**src/rtl/fifo_wr_arb.sv**
```systemverilog
// ----------------------------------------------------------------------------
// fifo_wr_arb
//   Arbitrates two burst-oriented requesters onto the single write port of a
//   shared 32-entry FIFO. The owner holds the port until it marks its last
//   word, reaches BURST_MAX words, or withdraws its request. On release the
//   next owner is chosen in the same cycle, so bursts follow each other
//   without a bubble.
//
//   Build option:
//     FIFO_WR_ARB_RR_EN  defined   -> round-robin on contention (a 1-bit
//                                     pointer remembers the last owner)
//                        undefined -> fixed priority, port 0 always wins
//
//   Parameters:
//     DW         data width of both requesters and of the FIFO write port
//     BURST_MAX  maximum words accepted per grant (1..32)
//
//   Ports:
//     clk              clock, all state on the rising edge
//     srst             asynchronous active-high reset
//     req0/req1        requester n presents a valid word on din n
//     din0/din1        requester write data
//     last0/last1      current word is the final word of the burst
//     gnt0/gnt1        registered: requester n owns the write port
//     ack0/ack1        combinational: the word on din n is written this cycle
//     fifo_wr_en       combinational FIFO write strobe
//     fifo_din         combinational FIFO write data (0 while idle)
//     fifo_full        FIFO full flag
//     busy             registered: some grant is held
// ----------------------------------------------------------------------------
module fifo_wr_arb #(
   parameter int DW        = 32,
   parameter int BURST_MAX = 8
) (
   input  logic          clk,
   input  logic          srst,
   input  logic          req0,
   input  logic          req1,
   input  logic [DW-1:0] din0,
   input  logic [DW-1:0] din1,
   input  logic          last0,
   input  logic          last1,
   output logic          gnt0,
   output logic          gnt1,
   output logic          ack0,
   output logic          ack1,
   output logic          fifo_wr_en,
   output logic [DW-1:0] fifo_din,
   input  logic          fifo_full,
   output logic          busy
);

   localparam int            CW          = $clog2(BURST_MAX + 1);
   // Count value at which one more ack completes a maximal burst.
   localparam logic [CW-1:0] LP_CNT_LAST = CW'(BURST_MAX - 1);

   typedef enum logic [1:0] {
      ST_IDLE = 2'd0,
      ST_OWN0 = 2'd1,
      ST_OWN1 = 2'd2
   } state_t;

   state_t        r_state;
   state_t        w_state_nxt;
   state_t        w_pick;
   logic [CW-1:0] r_cnt;
   logic [CW-1:0] w_cnt_nxt;
   logic          r_gnt0;
   logic          r_gnt1;
   logic          r_busy;
   logic          w_own_req;
   logic          w_own_last;
   logic          w_own_ack;
   logic          w_arb;

`ifdef FIFO_WR_ARB_RR_EN
   // 1 = port 1 owned last. Resets to 1 so port 0 wins the first contention.
   logic          r_last_own;
`endif

   // Winner among the current requests, used whenever the port is free or
   // is being released this cycle.
   always_comb begin
      w_pick = ST_IDLE;
      if (req0 && req1) begin
`ifdef FIFO_WR_ARB_RR_EN
         w_pick = r_last_own ? ST_OWN0 : ST_OWN1;
`else
         w_pick = ST_OWN0;
`endif
      end else if (req0) begin
         w_pick = ST_OWN0;
      end else if (req1) begin
         w_pick = ST_OWN1;
      end
   end

   // Write-port mux, burst accounting and next-state decision.
   always_comb begin
      // NOTE: every output of this block gets a default first, so no path
      // through the case leaves a value unassigned and no latch is inferred.
      ack0        = 1'b0;
      ack1        = 1'b0;
      fifo_wr_en  = 1'b0;
      fifo_din    = '0;
      w_own_req   = 1'b0;
      w_own_last  = 1'b0;
      w_state_nxt = r_state;
      w_cnt_nxt   = r_cnt;

      case (r_state)
         ST_OWN0: begin
            ack0       = req0 & ~fifo_full;
            fifo_wr_en = ack0;
            fifo_din   = din0;
            w_own_req  = req0;
            w_own_last = last0;
         end
         ST_OWN1: begin
            ack1       = req1 & ~fifo_full;
            fifo_wr_en = ack1;
            fifo_din   = din1;
            w_own_req  = req1;
            w_own_last = last1;
         end
         default: ;
      endcase

      w_own_ack = ack0 | ack1;

      // Arbitrate when idle or when the owner lets go. A stalled owner
      // (req high, FIFO full) never arbitrates, so state and count hold.
      w_arb = (r_state == ST_IDLE) | ~w_own_req |
              (w_own_ack & (w_own_last | (r_cnt == LP_CNT_LAST)));

      if (w_arb) begin
         w_state_nxt = w_pick;
         w_cnt_nxt   = '0;
      end else if (w_own_ack) begin
         w_cnt_nxt   = r_cnt + 1'b1;
      end
   end

   always_ff @(posedge clk or posedge srst) begin
      if (srst) begin
         r_state <= ST_IDLE;
         r_cnt   <= '0;
         r_gnt0  <= 1'b0;
         r_gnt1  <= 1'b0;
         r_busy  <= 1'b0;
      end else begin
         // NOTE: non-blocking assignments for all state, so every register
         // samples the pre-edge values regardless of statement order.
         r_state <= w_state_nxt;
         r_cnt   <= w_cnt_nxt;
         r_gnt0  <= (w_state_nxt == ST_OWN0);
         r_gnt1  <= (w_state_nxt == ST_OWN1);
         r_busy  <= (w_state_nxt != ST_IDLE);
      end
   end

`ifdef FIFO_WR_ARB_RR_EN
   always_ff @(posedge clk or posedge srst) begin
      if (srst) begin
         r_last_own <= 1'b1;
      end else if (w_arb && (w_pick != ST_IDLE)) begin
         r_last_own <= (w_pick == ST_OWN1);
      end
   end
`else
   // Fixed priority keeps no arbitration history.
`endif

   assign gnt0 = r_gnt0;
   assign gnt1 = r_gnt1;
   assign busy = r_busy;

endmodule

```
**config.mk**
```make
export PLATFORM = sky130hd
export DESIGN_NAME = fifo_wr_arb
export DESIGN_NICKNAME = d
export VERILOG_FILES = /design/src/rtl/fifo_wr_arb.sv
export SDC_FILE = /design/constraint.sdc
export NUM_CORES = 1
export LEC_CHECK = 0
export CORE_MARGIN = 2
export CORE_UTILIZATION = 26
export CTS_CLUSTER_SIZE = 40
export DETAILED_ROUTE_END_ITERATION = 16
export HOLD_SLACK_MARGIN = 0.05
export PLACE_DENSITY = 0.86
export SYNTH_ARGS = -nofsm -noshare
export SYNTH_HDL_FRONTEND = slang
export SYNTH_SLANG_ARGS = --single-unit
```
**constraint.sdc**
```tcl
create_clock -name clk -period 1.8 [get_ports clk]
set_clock_uncertainty 0.15 [all_clocks]
set_input_delay 0.36 -clock clk [delete_from_list [all_inputs] [get_ports clk]]
set_output_delay 0.36 -clock clk [all_outputs]
set_load 0.02 [all_outputs]
```
==> flow_metrics.env <==
export IMPL_synth_top_area_share_pct=23.56
export IMPL_vias=1505
export IMPL_drt_total_wl_um=5008
export IMPL_path_class="register to primary output"
export IMPL_synthAdderAreaFrac_pct=4.908
export IMPL_rsz0062_at_grt="yes"
export IMPL_cts_sinks=9
export IMPL_setup_worst_path_start_class="register"
export IMPL_power_frac_comb_pct=66.3
export IMPL_grt_pass1_wl_um=7251
export IMPL_cts_clk_slew_worst_paths_ns=0.05
export IMPL_core_area_sq_um=3716
export IMPL_period_share_pct=113.4
export IMPL_fin_nets=327
export IMPL_relSlewSlack_pct=75.81
export IMPL_clockBufferDepth=2
export IMPL_cp_end_kind="primary output"
export IMPL_r2r_end="r_state[1]$_DFF_PP0_"
export IMPL_cp_max_fo=4
export IMPL_drive_gt1_share_pct=59.36
export IMPL_final_util_pct=76.67
export IMPL_port_buffer_count=108
export IMPL_synth_edf_count=0
export IMPL_grt_use_total_pct=21.29
export IMPL_routed_via_density=5.033
export IMPL_wl_per_cell_um=16.75
export IMPL_tightest_slew_ns=0.3624
export IMPL_p_seq_share_pct=15.9
export IMPL_antenna_left=0
export IMPL_yosysTopAreaCell="a22oi_1"
export IMPL_rrSetupSlack_ns=-0.20
export IMPL_p_switching_uw=476.5
export IMPL_synth_top_family_by_area="compound AO/OA/AOI/OAI gates"
export IMPL_clk_latency_ns=0.24
export IMPL_initial_core_util_pct=27.44
export IMPL_grtUsageMet2_pct=41.88
export IMPL_reg2reg_depth=6
export IMPL_drtPass1Iterations=4
export IMPL_drt_iter0_markers=44
export IMPL_p_leak_nw=1.140
export IMPL_cts_max_level=1
export IMPL_max_cap_violations=0
export IMPL_synth_simple_area_share_pct=28.59
export IMPL_synthesis_yosys_warnings=0
export IMPL_grt_max_degree=23
export IMPL_antenna_found_initial=0
export IMPL_dieWidth_um=66.63
export IMPL_synth_area_sq_um=1020
export IMPL_clock_root_buffer="clkbuf_8"
export IMPL_yosys_top_cells_count="nor2b_1, a22oi_1, dfrtp_1, clkbuf_1, nor2_1"
export IMPL_worstPathArrival_ns=1.53
export IMPL_met3_usage_pct=6.081
export IMPL_p_clk_share_pct=17.8
export IMPL_globalplace_congestion=0.7322
export IMPL_grt_overflow=0
export IMPL_switching_share_pct=34.80
export IMPL_synthMuxAreaShare_pct=5.890
export IMPL_peakVddDrop_mv=0.3412
export IMPL_setup_viol=44
export IMPL_fin_tns_setup_ns=-8.868
export IMPL_r2r_start="r_state[1]$_DFF_PP0_"
export IMPL_hpwl_um=3437
export IMPL_synth_top_cells_by_area="a22oi_1, dfrtp_1, nor2b_1"
export IMPL_required_ns=1.29
export IMPL_synthCells=122
export IMPL_synth_seq_cells=9
export IMPL_synth_compound_area_share_pct=30.92
export IMPL_ios=109
export IMPL_syn_avg_cell_area_sq_um=8.358
export IMPL_min_period_ns=2.042
export IMPL_finalHoldViolations=0
export IMPL_seq_area_frac_synth_pct=22.09
export IMPL_met1_usage_pct=21.60
export IMPL_synthMostInstantiatedCell="nor2b_1"
export IMPL_dieArea_sq_um=4439
export IMPL_die_h_um=66.63
export IMPL_report_final_slew_viol_count=0
export IMPL_synth_cell_type_count=24
export IMPL_fmax_mhz=489.7
export IMPL_synth_xor_area_share_pct=1.718
export IMPL_powerDensity_nw_per_um2=480.6
export IMPL_p_int_uw=892.7
export IMPL_busiest_layer="met2"
export IMPL_outcome="finished with violations"
export IMPL_synth_ff_type="dfrtp_1"
export IMPL_violations="setup timing"
export IMPL_cts_tree="yes"
export IMPL_grt_pass1_vias=1582
export IMPL_hp_class="input pin to async pin"
export IMPL_diodes=0
export IMPL_syn_to_final_growth_pct=179.4
export IMPL_cts_buffers=3
export IMPL_num_rows=22
export IMPL_finalWorstSetupSlack_ns=-0.2420
export IMPL_dp_worst_setup_slack_ns=-0.5176
export IMPL_synth_nets=197
export IMPL_async_flop_share_pct=100.0
export IMPL_route_detailed_drc=0
-- worst max-delay path: stages, from the launching register on --
cell and delay (ns):
dfrtp_1 0.40, buf_6 0.13, ha_4 0.20, a22o_4 0.26
and3b_1 0.17, buf_6 0.13
-- layout make-up --
| cell class | count | area [sq um] |
|---|---|---|
| Sequential cell | 9 | 225.2 |
| Clock buffer | 4 | 45.04 |
| Fill cell | 250 | 867.1 |
| Multi-Input combinational cell | 98 | 1070 |
| Tap cell | 48 | 60.06 |
| Inverter | 3 | 11.26 |
| Timing Repair Buffer | 137 | 1438 |
-- cell usage in the layout, fill, tap and decap left out, drive strengths merged --
master / instances
clkdlybuf4s50: 73
buf: 63
clkbuf: 5
o21ai: 1
nand3: 1
nor2: 6
o211ai: 1
nand2: 2
nand2b: 1
and2b: 1
a31oi: 1
dfrtp: 9
ha: 4
a22o: 1
o32a: 1
nor2b: 34
xnor2: 2
nand4: 2
a221oi: 1
and3b: 2
mux2: 4
a22oi: 32
inv: 3
o31ai: 1
-- cell families (layout without fill, tap and decap cells) --
kind of cell             after synthesis  in the layout
buffers and inverters                 15            144
XOR/XNOR                               2              2
flip-flops                             9              9
multiplexers                           4              4
AND/OR/NAND/NOR                       49             49
AO/OA/AOI/OAI                         39             39
adder cells (fa/ha/maj)                4              4
-- state kept, by name, summed over array words and instances, names as in the netlist --
register  flops
gnt0          1
r_cnt         4
gnt1          1
r_state       2
busy          1
-- metal layers --
layer | up-vias | wire length, um | share of wire (%)
met5 | - | 0 | 0
met4 | 0 | 50 | 1.0
met3 | 6 | 408 | 8.1
met2 | 72 | 2783 | 56
met1 | 725 | 1765 | 35
li1 | 702 | - | -
-- how the worst max path moves through the flow --
stage                         startpoint      endpoint  slack, ns  depth (start not counted)
floorplan           r_state[1]$_DFF_PP0_  fifo_din[10]      -0.08                          6
global placement                    req0    fifo_wr_en      -0.48                          4
detailed placement                  req0    fifo_wr_en      -0.52                          4
CTS                 r_state[0]$_DFF_PP0_  fifo_din[10]      -0.23                          6
global route        r_state[1]$_DFF_PP0_  fifo_din[30]      -0.30                          6
finish              r_state[1]$_DFF_PP0_    fifo_wr_en      -0.24                          5
-- power groups by stage --
| stage | combinational [mW] | clock [mW] | sequential (mW) |
|---|---|---|---|
| 3_5_place_dp | 0.749 | 0 | 0.221 |
| 5_1_grt | 0.959 | 0.263 | 0.218 |
| 4_1_cts | 0.864 | 0.249 | 0.217 |
| 2_1_floorplan | 0.339 | 0 | 0.229 |
| 6_report | 0.908 | 0.243 | 0.218 |
| 3_3_place_gp | 0.735 | 0 | 0.221 |
-- stage by stage --
stage | hold WS [ns] | area, sq um | power [mW] | instances
2_1_floorplan | 0.03792 | 1132 | 0.5674 | 122
3_3_place_gp | 0.3770 | 2414 | 0.9558 | 287
3_5_place_dp | 0.3970 | 2414 | 0.9701 | 287
4_1_cts | 0.2490 | 2741 | 1.330 | 296
5_1_grt | 0.3129 | 2849 | 1.440 | 299
6_report | 0.2569 | 2849 | 1.369 | 299
-- what timing repair did --
item / in CTS / in global routing
hold buffers: 0 / 0
pin swaps: 13 / 4
gates cloned: 1 / 1
buffers inserted: 4 / 2
setup endpoints to repair: 44 / 44
resized for setup: 241 / 19
No activity file was read; power rests on OpenSTA's default activity.
